### src/rtl/pipe_hazard_unit.sv
// Scoreboard-style hazard tracker for a short in-order pipeline.
// It tracks the destinations of the instructions that have left decode.
// It produces operand bypass selects for the decoding instruction.
// It stalls decode on load-use hazards and drives the write-back (commit) port.
//
// Issue handshake: decode presents an instruction with issue_valid_i and keeps
// it stable. The instruction is taken on the rising edge where issue_valid_i is
// high and stall_o, flush_i and hold_i are all low. stall_o acts as an inverted
// ready and never depends on flush_i.
module pipe_hazard_unit #(
    parameter int RF_ADDR_W  = 6,
    parameter int STAGES     = 3,
    parameter int LOAD_STAGE = 2,
    parameter int SEL_W      = $clog2(STAGES + 1)
) (
    input  logic                 clk,
    input  logic                 reset,
    input  logic                 issue_valid_i,
    input  logic [RF_ADDR_W-1:0] issue_rd_i,
    input  logic                 issue_writes_rf_i,
    input  logic                 issue_is_load_i,
    input  logic [RF_ADDR_W-1:0] rs_addr_i,
    input  logic [RF_ADDR_W-1:0] rd_addr_i,
    input  logic                 hold_i,
    input  logic                 flush_i,
    output logic                 stall_o,
    output logic [SEL_W-1:0]     byp_rs_sel_o,
    output logic [SEL_W-1:0]     byp_rd_sel_o,
    output logic                 commit_valid_o,
    output logic [RF_ADDR_W-1:0] commit_rd_o,
    output logic [2:0]           inflight_o
);

    // Per-stage tracking fields; index 1 is the youngest entry.
    logic [STAGES:1]      st_valid;
    logic [STAGES:1]      st_wr;
    logic [STAGES:1]      st_ld;
    logic [RF_ADDR_W-1:0] st_rd [1:STAGES];

    logic [STAGES:1] rs_match;
    logic [STAGES:1] rd_match;
    logic            rs_lu;
    logic            rd_lu;
    logic            load_use;
    logic            accept;
    logic [STAGES:1] nxt_valid;
    logic [3:0]      nxt_count;
    logic [2:0]      nxt_inflight;

    // Compare both sources against every tracked writer; r0 never matches.
    always_comb begin
        rs_match = '0;
        rd_match = '0;
        for (int k = 1; k <= STAGES; k++) begin
            rs_match[k] = issue_valid_i & st_valid[k] & st_wr[k] &
                          (st_rd[k] == rs_addr_i) & (rs_addr_i != '0);
            rd_match[k] = issue_valid_i & st_valid[k] & st_wr[k] &
                          (st_rd[k] == rd_addr_i) & (rd_addr_i != '0);
        end
    end

    // Youngest matching producer wins; remember if it is a load not yet bypassable.
    always_comb begin
        byp_rs_sel_o = '0;
        byp_rd_sel_o = '0;
        rs_lu        = 1'b0;
        rd_lu        = 1'b0;
        for (int k = STAGES; k >= 1; k--) begin
            if (rs_match[k]) begin
                byp_rs_sel_o = SEL_W'(k);
                rs_lu        = st_ld[k] & (k < LOAD_STAGE);
            end
            if (rd_match[k]) begin
                byp_rd_sel_o = SEL_W'(k);
                rd_lu        = st_ld[k] & (k < LOAD_STAGE);
            end
        end
    end

    // Stall, acceptance and commit port; stall is forced low while reset is held.
    always_comb begin
        load_use       = rs_lu | rd_lu;
        stall_o        = reset & (hold_i | load_use);
        accept         = issue_valid_i & ~stall_o & ~flush_i & ~hold_i;
        commit_valid_o = st_valid[STAGES] & st_wr[STAGES] & ~hold_i;
        commit_rd_o    = commit_valid_o ? st_rd[STAGES] : '0;
    end

    // Next valid vector: a flush kills the entry leaving stage 1.
    always_comb begin
        nxt_valid    = '0;
        nxt_valid[1] = accept;
        for (int k = 2; k <= STAGES; k++) begin
            nxt_valid[k] = st_valid[k-1];
        end
        nxt_valid[2] = st_valid[1] & ~flush_i;
    end

    // Population count of the next valid vector, saturated to the 3-bit output.
    always_comb begin
        nxt_count = '0;
        for (int k = 1; k <= STAGES; k++) begin
            nxt_count = nxt_count + 4'(nxt_valid[k]);
        end
        nxt_inflight = (nxt_count > 4'd7) ? 3'd7 : nxt_count[2:0];
    end

    // Shift the tracker each non-held cycle; reset empties it asynchronously.
    always_ff @(posedge clk or negedge reset) begin
        if (!reset) begin
            st_valid   <= '0;
            st_wr      <= '0;
            st_ld      <= '0;
            inflight_o <= '0;
            for (int k = 1; k <= STAGES; k++) begin
                st_rd[k] <= '0;
            end
        end else if (!hold_i) begin
            st_valid   <= nxt_valid;
            inflight_o <= nxt_inflight;
            st_wr[1]   <= issue_writes_rf_i;
            st_ld[1]   <= issue_is_load_i;
            st_rd[1]   <= issue_rd_i;
            for (int k = 2; k <= STAGES; k++) begin
                st_wr[k] <= st_wr[k-1];
                st_ld[k] <= st_ld[k-1];
                st_rd[k] <= st_rd[k-1];
            end
        end
    end

endmodule

### config.mk
export PLATFORM = sky130hd
export DESIGN_NAME = pipe_hazard_unit
export DESIGN_NICKNAME = d
export VERILOG_FILES = /design/src/rtl/pipe_hazard_unit.sv
export SDC_FILE = /design/constraint.sdc
export NUM_CORES = 1
export LEC_CHECK = 0
export BUFFER_PORTS_ARGS = -buffer_cell sky130_fd_sc_hd__buf_2
export CAP_MARGIN = 0
export CELL_PAD_IN_SITES_DETAIL_PLACEMENT = 0
export CELL_PAD_IN_SITES_GLOBAL_PLACEMENT = 1
export CORE_ASPECT_RATIO = 0.7
export CORE_MARGIN = 2
export CORE_UTILIZATION = 44
export CTS_CLUSTER_DIAMETER = 200
export DETAILED_ROUTE_END_ITERATION = 8
export PLACE_DENSITY = 0.8
export SLEW_MARGIN = 20
export SYNTH_ARGS = -nofsm -noshare
export SYNTH_HDL_FRONTEND = slang
export SYNTH_SLANG_ARGS = --single-unit
### constraint.sdc
create_clock -name clk -period 4.95 [get_ports clk]
set_input_delay 0.7425 -clock clk [delete_from_list [all_inputs] [get_ports clk]]
set_output_delay 0.7425 -clock clk [all_outputs]
set_load 0.05 [all_outputs]
; ---- After elaboration in Yosys (flattened, before gate mapping)
; Index checks and enable logic that the tools add are counted.
[classes]
addsub = 2
magnitude_cmp = 1
n_eq_ne = 6
n_mux = 10
bitwise_logic = 30
reduce_logical = 2
[ops]
columns = cell, count
row1 = equality test 6 bit, 6
row2 = AND 1 bit, 25
row3 = two-way mux 2 bit, 6
row4 = nonzero test 6 bit, 2
row5 = two-way mux 6 bit, 1
row6 = adder 2 x 1 -> 3 bit, 1
row7 = greater-than comparator 3 bit (second input constant), 1
row8 = two-way mux 3 bit, 1
row9 = inverter 1 bit, 3
row10 = adder 1 x 1 -> 2 bit, 1
row11 = two-way mux 1 bit, 2
row12 = OR 1 bit, 2
[totals]
reg_bits = 28
in_bits = 25
elab_cells = 58

; ---- Depth between registers and ports, before layout
; Gate-level depths: netlist (run 1).
[depth]
ltp_word = 16
depth_mapped = 7
mapped_depth_nobuf = 7

; ---- Worst setup path after synthesis (run 1)
; No wires, ideal clock.
[synth_path]
kind = input -> output
start = input port rd_addr_i[5]
end = output port byp_rd_sel_o[1]
arrival_time_ns = 2.414
setup_slack_ns = 1.794
cell_stages = 4
n_path_buf = 0
path_cell_list = xor2_1 > nor4_1 > nand3_1 > a21boi_0
[synth_between]
elab_chain_cells = 6
word_cells_on_any_way = 13
[synth_lines]
columns = item, line
row1 = "start, declared", 23  ; input logic [RF_ADDR_W-1:0] rd_addr_i,
row2 = equality test 6 bit, 58  ; (st_rd[k] == rd_addr_i) & (rd_addr_i != '0);
row3 = AND 1 bit, 57  ; rd_match[k] = issue_valid_i & st_valid[k] & st_wr[k] &
row4 = AND 1 bit, 58
row5 = two-way mux 2 bit (2 in a row), 73  ; if (rd_match[k]) begin
row6 = two-way mux 2 bit *, 73
row7 = "end, declared", 28  ; output logic [SEL_W-1:0] byp_rd_sel_o,
; Mark *: on every way between the ends. The rest lies on a longest branch, timed or not.

; ---- Final worst setup path (run 1)
[layout_path]
start = input port rd_addr_i[4]
end = output port stall_o
[layout_between]
elab_chain_cells = 7
word_cells_on_any_way = 8
[layout_lines]
columns = item, line
row1 = equality test 6 bit, 58
row2 = AND 1 bit, 57
row3 = AND 1 bit *, 58
row4 = two-way mux 1 bit *, 73
row5 = OR 1 bit *, 82  ; load_use = rs_lu | rd_lu;
row6 = OR 1 bit *, 83  ; stall_o = reset & (hold_i | load_use);
row7 = AND 1 bit *, 83
row8 = "end, declared", 26  ; output logic stall_o,
; Marks and branches as above.

==> metrics, run 1 <==
clk_lat worst skew 0.27 ns; vias per cell just over 5; Final nets between 200 and 250; Worst-path clk slew around 0.09 ns; Post-synth top flop dfrtp_1; Post-route DRC 0; Final Skew 0.00612 ns; synth cell count leaders 36 x xor2_1, 27 x dfrtp_1, 26 x mux2_2; cells along the critical path buf_2, xor2_1, nor4_2, nand3_1, a21oi_2, a21o_1, buf_2; detailed placement HPWL approximately 2700 um; largest net degree at the start of global routing 31; I/O Buffers 38; Sink Count 27; 1st-iter DRT viols 75; final hold vios 0; diode count 0; global route overflow 0; final instance area 1890 um2; chip height 54.7 um; count leader, synth xor2_1; Setup-failing EPs final 0; die width between 70 and 80 um; status completed; CTS Buffer Depth 2; max cap viols 0; Initial Util 0.459; CP Launch Type input pin; RSZ-0062 raised after global routing no; share of cells above drive strength 1 0.386; cts-stage hold buffer count 0; CP Capture Type output port; Yosys reg bits 27; Cells after Synth roughly 150; Initial DRT Pass Iterations 4; Syn Nets 172; vias in the first global route approximately 1100; Yosys top cell by area dfrtp_1; CTS root buf clkbuf_8; min cycle time layout about 2.8 ns; Syn Std Cell Area roughly 1600 um2; H-tree depth 1; Unique masters post-synth 24; total of warnings raised by yosys 0; Setup TNS 0 ns; Leakage between 0.8 and 0.9 nW; pwr/cell area approximately 290 nW/um2; global-route wire length before repair 5710 um; relative slew slack 0.574; die area around 4200 um2; Hold Path Class input pin to async pin; final slew viol count 0; TritonCTS clock tree yes; Post-Place Cell Area around 1800 um2; initial antenna violation count 0; f_max roughly 350 MHz; Total Routed Length between 3000 and 4000 um; asr flop ratio synth 1.00; Fin Hold WS 0.484 ns; Worst Tran Pin Value ~0.64 ns; row count 18; synth-to-layout area growth 17.2%; Post-synth EDFFs 0; Core Region around 3500 um2; maximum vdd drop approximately 180 uV; Final ANT Viol Nets 0; Post-CTS Resized 0; CP dominant cell by count buf_2; wire per inst approximately 15 um; Inserted Clock Buffers 3; postcts setup bufs 0; register area share after synthesis 0.419; Yosys top cell area share 0.419; slowest cell on the critical path nor4_2; kind of critical path input pin to output port; top cells by area, synth dfrtp_1 42%, xor2_1 20%, mux2_2 18%, nand3_1 2.5%, and2_1 2.3%; Total GRT Usage 0.181; critical path peak fanout 4; Vias between 1000 and 1500; final core occ 0.538; critical path arrival between 2 and 2.5 ns; Placer Congestion approximately 1; # IOs 40; Mean Syn Cell Area approximately 11 um2; Data required, critical path around 4.2 ns; Worst path max stage delay approximately 0.29 ns; crit share post-route 0.572
metrics by stage:
step / cells / power, mW / setup WS [ns]
2_1_floorplan: 146 / 0.377 / 1.79
3_3_place_gp: 230 / 0.420 / 2.17
3_5_place_dp: 230 / 0.425 / 2.13
4_1_cts: 234 / 0.550 / 2.12
5_1_grt: 234 / 0.578 / 2.03
6_report: 234 / 0.544 / 2.12
area by class of cell:
cell class | instances | area (um2)
Clock buffer | 3 | 41.3
Clock inverter | 1 | 5.00
Fill cell | 334 | 1620
Multi-Input combinational cell | 115 | 917
Sequential cell | 27 | 676
Tap cell | 50 | 62.6
Timing Repair Buffer | 38 | 190
where the power goes:
part	switching (mW)	total, mW	internal, mW
clock network	0.0664	0.123	0.0564
registers	0.0407	0.291	0.251
logic	0.0679	0.130	0.0621
total	0.175	0.544	0.369
worst max-delay path: cells and delay by family:
kind	cells	cell delay, ns
AOI/OAI and AO/OA	2	0.32
xor gates and xnor gates	1	0.15
buffers and inverters	2	0.38
and+or+nand+nor	2	0.49
cells in the final DEF (no fill, tap or decap), drive strengths merged:
master / synthesis / layout
nand4: 1 / 1
clkinv: 0 / 1
nand2b: 1 / 1
buf: 3 / 38
a21oi: 1 / 1
and4: 1 / 1
nor2b: 1 / 1
nand2: 7 / 7
a21boi: 2 / 2
nor3: 6 / 6
xor2: 36 / 36
dfrtp: 27 / 27
nor4: 7 / 7
clkbuf: 1 / 3
o21ai: 2 / 2
a21o: 1 / 1
and2: 6 / 6
nand3: 8 / 8
conb: 1 / 1
mux2: 26 / 26
nor2: 7 / 7
fa: 1 / 1
flip-flops by register name (all words and copies together) (netlist names):
register    cells
st_rd          18
st_valid        3
st_wr           3
inflight_o      2
st_ld           1
worst paths after layout:
| check | cells after the start | from | slack [ns] | end |
|---|---|---|---|---|
| setup / recovery | 7 | rd_addr_i[4] | 2.12 | stall_o |
| hold / removal | 1 | reset | 0.48 | st_rd[11] |
| setup reg to reg | 7 | st_rd[16] | 2.68 | inflight_o[0] |
| hold reg to reg | 1 | inflight_o[1] | 0.51 | inflight_o[1] |
| max in group asynchronous | 1 | reset | 4.05 | st_ld[1] |
| min in group clk | 1 | inflight_o[1] | 0.51 | inflight_o[1] |
kinds of logic (layout without fill, tap and decap cells):
logic type                 count (synthesis)  after routing  share of synthesized area
muxes                                     26             26                      0.181
and+or+nand+nor                           45             45                      0.151
adders and majority gates                  1              1                     0.0124
xor gates and xnor gates                  36             36                      0.195
DFF                                       27             27                      0.419
other                                      1              1                    0.00232
AOI/OAI and AO/OA                          6              6                     0.0256
buffers and inverters                      4             42                     0.0132
per-layer routing:
metal  global-route usage  part of all wire  up-vias
met3               0.0495             0.055        2
li1                     -                 -      581
met5                    0                 0        -
met1                0.265              0.53      574
met2                0.270              0.41       38
met4               0.0394            0.0055        0
Note: power is estimated with default switching activity, not from simulation.
==> inputs of run 2 (changes only) <==
--- a/config.mk
+++ b/config.mk
@@ -11,10 +11,10 @@
 export CELL_PAD_IN_SITES_GLOBAL_PLACEMENT = 1
 export CORE_ASPECT_RATIO = 0.7
 export CORE_MARGIN = 2
-export CORE_UTILIZATION = 44
+export CORE_UTILIZATION = 37
 export CTS_CLUSTER_DIAMETER = 200
 export DETAILED_ROUTE_END_ITERATION = 8
-export PLACE_DENSITY = 0.8
+export PLACE_DENSITY = 0.71
 export SLEW_MARGIN = 20
 export SYNTH_ARGS = -nofsm -noshare
 export SYNTH_HDL_FRONTEND = slang
==> constraint.sdc (replaced) <==
create_clock -name clk -period 2.3 [get_ports clk]
set_input_delay 0.345 -clock clk [delete_from_list [all_inputs] [get_ports clk]]
set_output_delay 0.345 -clock clk [all_outputs]
set_load 0.05 [all_outputs]
==> run 2 against run 1 <==
Compared with the run above: non-clock buffer count is 5 higher; sequential share of layout area shrank 1.1 points; total power is 120% higher; combinational power is 130% higher; largest cell class unchanged.
==> metrics, run 2 (synthesis gave the netlist of run 1 again) <==
Final ANT Viol Nets 0 (unchanged); maximum vdd drop 335 uV (+89%); Initial DRT Pass Iterations 4 (unchanged); crit share post-route 0.968; chip height 59.3 um (+8.4%); RSZ-0062 raised after global routing yes; H-tree depth 1 (unchanged); global route overflow 0 (unchanged); Leakage 0.905 nW (+2.4%); status completed; Regs by FF count st_rd (18), st_valid (3), st_wr (3); clk_lat worst skew 0.28 ns (about the same); pwr/cell area 616 nW/um2 (+110%); Total GRT Usage 0.168 (-0.0131); Total Routed Length 3910 um (+13%); Sink Count 27 (unchanged); cts-stage hold buffer count 0 (unchanged); final hold vios 0 (unchanged); Worst-path clk slew 0.10 ns (about the same); Top reg by flops st_rd; TritonCTS clock tree yes; Final Skew 0.00405 ns (-0.00207 ns); Placer Congestion 0.889 (-9.8%); largest net degree at the start of global routing 29 (-6.5%); final core occ 0.461 (-0.0776); CP Launch Type register; Initial Util 0.379 (-0.0800); critical path arrival 2.40 ns (+0.31 ns); Post-Place Cell Area 1870 um2 (+1.2%); Inserted Clock Buffers 3 (unchanged); Final nets 216 (+2.4%); max cap viols 0 (unchanged); commonest cells after routing, fill and taps aside 36 x xor2_1, 34 x buf_2, 26 x mux2_2; initial antenna violation count 0 (unchanged); vias in the first global route 1229 (+7.5%); I/O Buffers 38 (unchanged); Core Region 4250 um2 (+21%); f_max around 450 MHz; 1st-iter DRT viols 42 (-44%); r2r startpoint st_rd[14]; vias per cell 5.02 (-1.7%); R2R Setup Slk 0.07 ns (-2.61 ns); die area 4920 um2 (+18%); Worst R2R Path Depth 7 (unchanged); detailed placement HPWL 3060 um (+12%); share of cells above drive strength 1 0.418 (+0.0321); Hold Path Class input pin to async pin; Post-route DRC 0 (unchanged); global-route wire length before repair 6280 um (+10%); row count 20 (+2); CTS root buf clkbuf_8; final slew viol count 0 (unchanged); diode count 0 (unchanged); wire per inst 16.0 um (+8.4%); Worst Setup SP st_rd[14]; Data required, critical path 2.47 ns (-1.74 ns); die width 82.9 um (+8.6%); Setup-failing EPs final 0 (unchanged); # IOs 40 (unchanged); final instance area 1960 um2 (+3.6%); most common cell after layout, fill and taps aside xor2_1; Vias 1225 (+2.5%); worst flop-to-flop path endpoint inflight_o[0]; Largest register FFs 18 (unchanged); CTS Buffer Depth 2 (unchanged); kind of critical path register to register; CP Capture Type register; min cycle time layout between 2 and 2.5 ns; critical path peak fanout 4 (unchanged); synth-to-layout area growth 21.5%
-- run 2: through the flow --
stage / setup slack (ns) / std cells / setup TNS [ns] / power, mW / hold slack [ns]
3_3_place_gp: 0.0965 / 237 / 0 / 0.910 / 0.388
5_1_grt: -0.0335 / 244 / -0.0414 / 1.28 / 0.102
4_1_cts: 0.0528 / 241 / 0 / 1.20 / 0.0809
3_5_place_dp: 0.0359 / 237 / 0 / 0.921 / 0.391
6_report: 0.0746 / 244 / 0 / 1.21 / 0.0635
2_1_floorplan: 0.109 / 146 / 0 / 0.811 / 0.0494
-- run 2: area by class of cell --
cell class	count	area, um2
Clock buffer	3	41.3
Clock inverter	1	7.51
Fill cell	431	2290
Multi-Input combinational cell	115	923
Sequential cell	27	678
Tap cell	55	68.8
Timing Repair Buffer	43	241
-- run 2: power by group --
part | leakage [nW] | switching (mW) | internal [mW]
combinational | 0.561 | 0.156 | 0.142
sequential | 0.323 | 0.0879 | 0.540
clock | 0.0217 | 0.158 | 0.123
-- run 2: worst max-delay path: stages (launching register included) --
cell	delay (ns)
dfrtp_1	0.45
xor2_1	0.18
nor3_1	0.26
nand3_1	0.18
a21oi_2	0.22
nor2_1	0.09
fa_1	0.47
mux2_2	0.26
-- run 2: how the worst max path moves through the flow --
stage	slack, ns	cells past startpoint	end
after floorplan	0.11	3	commit_rd_o[0]
after global placement	0.1	8	inflight_o[0]
after detailed placement	0.04	8	inflight_o[0]
after CTS	0.05	6	stall_o
after global routing	-0.03	7	inflight_o[0]
final	0.07	7	inflight_o[0]
-- run 2: what timing repair did --
action | 4_1_cts | 5_1_grt
buffers inserted | 0 | 3
gates resized for setup | 1 | 9
pin swaps | 0 | 2
setup endpoints to repair | 1 | 7
-- run 2: routing by layer --
| metal | part of all wire | vias to the layer above | wire (um) | track usage |
|---|---|---|---|---|
| met5 | 0 | - | 0 | 0 |
| met4 | 0.0061 | 0 | 24 | 0.0398 |
| met3 | 0.061 | 4 | 238 | 0.0432 |
| met2 | 0.41 | 35 | 1610 | 0.235 |
| met1 | 0.52 | 596 | 2040 | 0.259 |
| li1 | - | 590 | - | - |
